File: src/rtl/knn_query_ctrl.sv
// knn_query_ctrl: runs one KNN query end to end -- clear the top-K buffer, stream credit-limited
// distance requests, pre-filter responses into the buffer, then drain the buffer in rank order.
module knn_query_ctrl #(
  parameter int DIST_WIDTH  = 16,
  parameter int IDX_WIDTH   = 16,
  parameter int K           = 8,
  parameter int MAX_OUT     = 4,
  parameter int ALPHA_SHIFT = 3
) (
  input  logic                  clk,
  input  logic                  reset,
  input  logic                  start,
  input  logic [IDX_WIDTH-1:0]  num_points,
  output logic                  busy,
  output logic                  done,
  output logic                  req_valid,
  input  logic                  req_ready,
  output logic [IDX_WIDTH-1:0]  req_idx,
  input  logic                  rsp_valid,
  input  logic [DIST_WIDTH-1:0] rsp_distance,
  input  logic [IDX_WIDTH-1:0]  rsp_idx,
  output logic                  topk_clear,
  output logic                  topk_valid,
  output logic [DIST_WIDTH-1:0] topk_dist,
  output logic [IDX_WIDTH-1:0]  topk_idx,
  input  logic [DIST_WIDTH-1:0] threshold,
  output logic [DIST_WIDTH-1:0] running_mean,
  output logic [$clog2(K)-1:0]  topk_rd_sel,
  input  logic                  topk_rd_vld,
  input  logic [DIST_WIDTH-1:0] topk_rd_dist,
  input  logic [IDX_WIDTH-1:0]  topk_rd_idx,
  output logic                  out_valid,
  input  logic                  out_ready,
  output logic [DIST_WIDTH-1:0] out_dist,
  output logic [IDX_WIDTH-1:0]  out_idx,
  output logic [$clog2(K)-1:0]  out_rank,
  output logic [IDX_WIDTH-1:0]  pruned_cnt
);
  localparam int SEL_W  = $clog2(K);
  localparam int CRED_W = $clog2(MAX_OUT + 1);

  typedef enum logic [2:0] {
    S_IDLE   = 3'd0,
    S_CLEAR  = 3'd1,
    S_STREAM = 3'd2,
    S_DRAIN  = 3'd3,
    S_DONE   = 3'd4
  } state_t;

  state_t                state_q,   state_d;
  logic [IDX_WIDTH-1:0]  npts_q,    npts_d;
  logic [IDX_WIDTH-1:0]  req_idx_q, req_idx_d;
  logic [IDX_WIDTH-1:0]  rsp_cnt_q, rsp_cnt_d;
  logic [CRED_W-1:0]     credits_q, credits_d;
  logic [DIST_WIDTH-1:0] mean_q,    mean_d;
  logic [IDX_WIDTH-1:0]  pruned_q,  pruned_d;
  logic                  tk_vld_q,  tk_vld_d;
  logic [DIST_WIDTH-1:0] tk_dist_q, tk_dist_d;
  logic [IDX_WIDTH-1:0]  tk_idx_q,  tk_idx_d;
  logic [SEL_W-1:0]      rd_sel_q,  rd_sel_d;

  logic                  req_fire;
  logic                  rsp_fire;
  logic signed [DIST_WIDTH:0] diff_s;
  logic signed [DIST_WIDTH:0] step_s;
  logic signed [DIST_WIDTH:0] sum_s;
  logic [DIST_WIDTH-1:0] mean_upd;

  assign busy         = (state_q != S_IDLE);
  assign done         = (state_q == S_DONE);
  assign topk_clear   = (state_q == S_CLEAR);
  assign req_valid    = (state_q == S_STREAM) && (req_idx_q < npts_q) && (credits_q != '0);
  assign req_idx      = req_idx_q;
  assign topk_valid   = tk_vld_q;
  assign topk_dist    = tk_dist_q;
  assign topk_idx     = tk_idx_q;
  assign running_mean = mean_q;
  assign pruned_cnt   = pruned_q;
  assign topk_rd_sel  = rd_sel_q;
  assign out_valid    = (state_q == S_DRAIN) && topk_rd_vld;
  assign out_dist     = topk_rd_dist;
  assign out_idx      = topk_rd_idx;
  assign out_rank     = rd_sel_q;

  assign req_fire = req_valid && req_ready;
  assign rsp_fire = (state_q == S_STREAM) && rsp_valid;

  // EMA step in a signed width one bit wider than the distance; the true result lies between
  // the old mean and the new sample, so the negative clamp never actually engages.
  assign diff_s   = $signed({1'b0, rsp_distance}) - $signed({1'b0, mean_q});
  assign step_s   = diff_s >>> ALPHA_SHIFT;
  assign sum_s    = $signed({1'b0, mean_q}) + step_s;
  assign mean_upd = sum_s[DIST_WIDTH] ? {DIST_WIDTH{1'b0}} : sum_s[DIST_WIDTH-1:0];

  // State and datapath registers
  always_ff @(posedge clk or posedge reset) begin
    if (reset) begin
      state_q   <= S_IDLE;
      npts_q    <= '0;
      req_idx_q <= '0;
      rsp_cnt_q <= '0;
      credits_q <= '0;
      mean_q    <= '0;
      pruned_q  <= '0;
      tk_vld_q  <= 1'b0;
      tk_dist_q <= '0;
      tk_idx_q  <= '0;
      rd_sel_q  <= '0;
    end else begin
      state_q   <= state_d;
      npts_q    <= npts_d;
      req_idx_q <= req_idx_d;
      rsp_cnt_q <= rsp_cnt_d;
      credits_q <= credits_d;
      mean_q    <= mean_d;
      pruned_q  <= pruned_d;
      tk_vld_q  <= tk_vld_d;
      tk_dist_q <= tk_dist_d;
      tk_idx_q  <= tk_idx_d;
      rd_sel_q  <= rd_sel_d;
    end
  end

  // Next-state and datapath update
  always_comb begin
    state_d   = state_q;
    npts_d    = npts_q;
    req_idx_d = req_idx_q;
    rsp_cnt_d = rsp_cnt_q;
    credits_d = credits_q;
    mean_d    = mean_q;
    pruned_d  = pruned_q;
    tk_vld_d  = 1'b0;
    tk_dist_d = tk_dist_q;
    tk_idx_d  = tk_idx_q;
    rd_sel_d  = rd_sel_q;

    case (state_q)
      S_IDLE: begin
        if (start) begin
          npts_d  = num_points;
          state_d = S_CLEAR;
        end else begin
          state_d = S_IDLE;
        end
      end

      S_CLEAR: begin
        req_idx_d = '0;
        rsp_cnt_d = '0;
        credits_d = CRED_W'(MAX_OUT);
        mean_d    = '0;
        pruned_d  = '0;
        rd_sel_d  = '0;
        state_d   = (npts_q == '0) ? S_DONE : S_STREAM;
      end

      S_STREAM: begin
        if (req_fire) begin
          req_idx_d = req_idx_q + IDX_WIDTH'(1);
        end else begin
          req_idx_d = req_idx_q;
        end
        case ({req_fire, rsp_fire})
          2'b10:   credits_d = credits_q - CRED_W'(1);
          2'b01:   credits_d = credits_q + CRED_W'(1);
          default: credits_d = credits_q;
        endcase
        if (rsp_fire) begin
          rsp_cnt_d = rsp_cnt_q + IDX_WIDTH'(1);
          mean_d    = (rsp_cnt_q == '0) ? rsp_distance : mean_upd;
          // Strictly-less compare: a distance equal to the threshold cannot improve the buffer.
          if (rsp_distance < threshold) begin
            tk_vld_d  = 1'b1;
            tk_dist_d = rsp_distance;
            tk_idx_d  = rsp_idx;
          end else begin
            pruned_d = pruned_q + IDX_WIDTH'(1);
          end
        end else begin
          rsp_cnt_d = rsp_cnt_q;
        end
        if (rsp_cnt_q == npts_q) begin
          state_d = S_DRAIN;
        end else begin
          state_d = S_STREAM;
        end
      end

      S_DRAIN: begin
        if (!topk_rd_vld) begin
          state_d = S_DONE;
        end else if (out_ready) begin
          if (rd_sel_q == SEL_W'(K - 1)) begin
            state_d = S_DONE;
          end else begin
            rd_sel_d = rd_sel_q + SEL_W'(1);
          end
        end else begin
          state_d = S_DRAIN;
        end
      end

      S_DONE:  state_d = S_IDLE;
      default: state_d = S_IDLE;
    endcase
  end

endmodule

File: config.mk
export PLATFORM = sky130hd
export DESIGN_NAME = knn_query_ctrl
export DESIGN_NICKNAME = d
export VERILOG_FILES = /design/src/rtl/knn_query_ctrl.sv
export SDC_FILE = /design/constraint.sdc
export NUM_CORES = 1
export LEC_CHECK = 0
export CORE_ASPECT_RATIO = 0.8
export CORE_MARGIN = 2
export CORE_UTILIZATION = 45
export DETAILED_ROUTE_END_ITERATION = 7
export PLACE_DENSITY = 0.77
export SKIP_CTS_REPAIR_TIMING = 1
export SLEW_MARGIN = 20
export SYNTH_ARGS = -nofsm -noshare
export SYNTH_HDL_FRONTEND = slang
export SYNTH_SLANG_ARGS = --single-unit
export TNS_END_PERCENT = 100
File: constraint.sdc
create_clock -name clk -period 4.3 [get_ports clk]
set_clock_uncertainty 0.15 [all_clocks]
set_input_delay 1.075 -clock clk [delete_from_list [all_inputs] [get_ports clk]]
set_output_delay 1.075 -clock clk [all_outputs]
set_load 0.05 [all_outputs]
==> run_results.csv <==
group,metric,value,unit
status,run_status,"finished, violations left",
status,violations,"design-rule violations",
final_layout,antennaDiodeCount,0,
pwr,max-vdd-ir-drop,0.280,mV
die,start_util,45.6,%
final_layout,area_growth_syn_to_layout,36.2,%
setup_path,cp.arrival,4360,ps
drt,drt_pass1_iterations,8,
placed_design,dp_hpwl,16.3,mm
setup_path,critPathSlowestCell,"a2111oi_4",
clocking,path_clk_slew,50,ps
final_layout,layout-drive-gt1-share,19.7,%
pwr,leakage,5.40,nW
setup_path,critPathRequiredTime,4440,ps
final_layout,final_util,62.1,%
pwr,cellPowerDensity,730,nW/um^2
die,die_area,19400,um^2
die,fp.dieH,125,um
drt,drc,4,
global_routing,gr-total-overflow,0,
timing,worst_pin_slew,671,ps
logic_synthesis,ys.warnings.count,0,
flow_run,max-cap-violations,0,
die,die_w,155,um
setup_path,cp.buffers_inverters,2,
setup_path,cpPeakStageDelay,430,ps
die,num_rows,44,
global_routing,antenna_found_initial,1,
logic_synthesis,netlist_area,8240,um^2
clocking,cts.path.max_buffers,2,
clocking,cts_tree,"built",
global_routing,grt_first_pass_wirelength,35.6,mm
drt,routed_wl,22.7,mm
timing,fin_ws,78.3,ps
logic_synthesis,ys_async_sr_fraction,100,%
logic_synthesis,synth.distinct_cells,71,
clocking,numCtsBuffers,17,
clocking,h-tree-depth,4,
placed_design,post-place-ws,-704,ps
placed_design,placed_cell_area,10400,um^2
setup_path,critPathMaxFanout,4,
die,core,18100,um^2
timing,setup_viol,0,
drt,drtIter0Drc,408,
logic_synthesis,ys.flop_type,"dfrtp_1",
drt,wl_per_cell,17.5,um
final_layout,final_common_cell,"clkdlybuf4s50_1",
setup_path,start_kind,"input port",
global_routing,first_global_vias,6786,
die,ios,227,
clocking,cts.sinks,122,
drt,vias,7040,
placed_design,gp_congestion,0.868,
final_layout,nets,1226,
hold_path,hold_class,"flop to flop",
logic_synthesis,yosys_register_bits,122,
logic_synthesis,synth_edf_count,0,
logic_synthesis,synth_fp_nets,1023,
clocking,insertion_delay,410,ps
timing,fmax,237,MHz
timing,maxSlewHeadroom,55.2,%
timing,period_share,98.2,%
drt,final_antenna_net_count,0,
global_routing,grt_start_max_net_pins,99,
timing,period_minus_slack,4220,ps
placed_design,portBuffers,162,
final_layout,design_area,11200,um^2
drt,viasPerCell,5.44,
logic_synthesis,synth-seq-area-share,37.1,%
logic_synthesis,syn_avg_cell_area,9.70,um^2
timing,final-max-slew-violation-count,0,
global_routing,grt_use_total,22.8,%
setup_path,critical_path_class,"input port to flop",
setup_path,cp_top_family,"compound AO/OA/AOI/OAI gates",
final_layout,layout_common_cells,"clkdlybuf4s50_1, dfrtp_1, buf_4",
logic_synthesis,netlist_instances,849,
setup_path,path_cells,"dlymetal6s2s_1, ha_4, a21oi_4, nor2_1, a211o_1, buf_4, xor2_1, ha_1, and3_4, a2111oi_4, o21a_4, o21ai_4, a211oi_4, or4_4, a21oi_1, a221o_1",
timing,hold_viol,0,
setup_path,critPathCaptureType,"flop",
clocking,clockRootBuffer,"clkbuf_16",
==> where the power goes <==
part	internal [mW]	total [mW]	switching (mW)
sequential	1.50	1.83	0.328
combinational	2.11	4.91	2.80
clock	0.924	1.45	0.528
total	4.53	8.18	3.65
==> state kept, by name, summed over array words and instances, names as in the netlist <==
| signal | count |
|---|---|
| running_mean | 16 |
| out_rank | 3 |
| topk_idx | 16 |
| rsp_cnt_q | 16 |
| npts_q | 16 |
| topk_dist | 16 |
| pruned_cnt | 16 |
| req_idx | 16 |
| state_q | 3 |
| topk_valid | 1 |
| credits_q | 3 |
==> layer usage <==
layer / global-route usage (%) / vias up / share of wire (%)
li1: - / 3364 / -
met1: 34.0 / 3432 / 49
met2: 33.4 / 209 / 44
met3: 5.13 / 33 / 5.5
met4: 6.48 / 2 / 1.6
met5: 0 / - / 0.057
==> synth_stat cells (4+ instances only) <==
master | count | share of area [%]
a21o_1 | 35 | 3.2
nor2_1 | 55 | 2.5
ha_1 | 69 | 10
inv_1 | 62 | 2.8
mux2i_1 | 6 | 0.73
o211ai_1 | 5 | 0.46
mux2_4 | 29 | 5.3
nand4_1 | 17 | 1.3
o2111ai_1 | 5 | 0.53
a31oi_1 | 8 | 0.61
a211oi_1 | 7 | 0.64
xnor2_1 | 42 | 4.5
buf_4 | 36 | 3.3
a21oi_1 | 35 | 2.1
or3_1 | 7 | 0.53
nand3_1 | 23 | 1.4
o21ai_0 | 55 | 3.3
dfrtp_1 | 122 | 37
buf_1 | 4 | 0.18
and3_1 | 14 | 1.1
and2_1 | 8 | 0.61
nand2b_1 | 7 | 0.53
nor4_1 | 9 | 0.68
nor3_1 | 10 | 0.61
o21a_1 | 4 | 0.36
mux2_2 | 5 | 0.68
nand2_1 | 71 | 3.2
xor2_1 | 26 | 2.8
clkbuf_1 | 13 | 0.59
==> worst paths after layout <==
kind / cells after the start / startpoint / slack, ps / endpoint
max in group asynchronous: 3 / reset / 2140 / npts_q[14]$_DFFE_PP0P_
max: 16 / rsp_distance[4] / 80 / running_mean[2]$_DFFE_PP0P_
min reg2reg: 1 / pruned_cnt[5]$_DFFE_PP0P_ / 350 / pruned_cnt[5]$_DFFE_PP0P_
max reg2reg: 17 / running_mean[1]$_DFFE_PP0P_ / 280 / running_mean[2]$_DFFE_PP0P_
min in group asynchronous: 2 / reset / 950 / topk_idx[11]$_DFFE_PP0P_
min: 1 / pruned_cnt[5]$_DFFE_PP0P_ / 350 / pruned_cnt[5]$_DFFE_PP0P_
==> cell type report <==
| type | instances | area (um^2) |
|---|---|---|
| Inverter | 62 | 236 |
| Clock inverter | 12 | 149 |
| Timing Repair Buffer | 244 | 2270 |
| Clock buffer | 20 | 447 |
| Sequential cell | 122 | 3050 |
| Fill cell | 1457 | 6840 |
| Tap cell | 230 | 288 |
| Multi-Input combinational cell | 605 | 4770 |
==> kinds of logic after synthesis <==
family	after synthesis	share of synthesized area (%)
adder cells (fa/ha/maj)	71	11.0
buffers and inverters	123	8.19
flip-flops	122	37.1
AND/OR/NAND/NOR	242	14.9
AO/OA/AOI/OAI	183	15.0
multiplexers	40	6.70
XOR/XNOR	68	7.23
==> worst register-to-register path, cell delays in order (launching register included) <==
cell and delay [ps]:
dfrtp_1 460, inv_1 120, ha_4 280, nand2_1 60, o21ai_2 240, a21oi_2 110
o21bai_1 170, and2_4 180, nor2_1 50, ha_1 330, and3_4 190, a2111oi_4 430
o21a_4 200, o21ai_4 70, a211oi_4 280, or4_4 240, a21oi_1 80, a221o_1 260
==> metrics by stage <==
stage	hold slack (ps)	total power, mW	TNS (ps)	cells
2_1_floorplan	316	4.99	0	849
3_3_place_gp	336	6.34	-9800	1255
3_5_place_dp	341	6.45	-11020	1255
4_1_cts	347	7.95	-4490	1287
5_1_grt	370	8.66	-32.6	1295
6_report	352	8.18	0	1295
(Power assumes the default switching activity.)
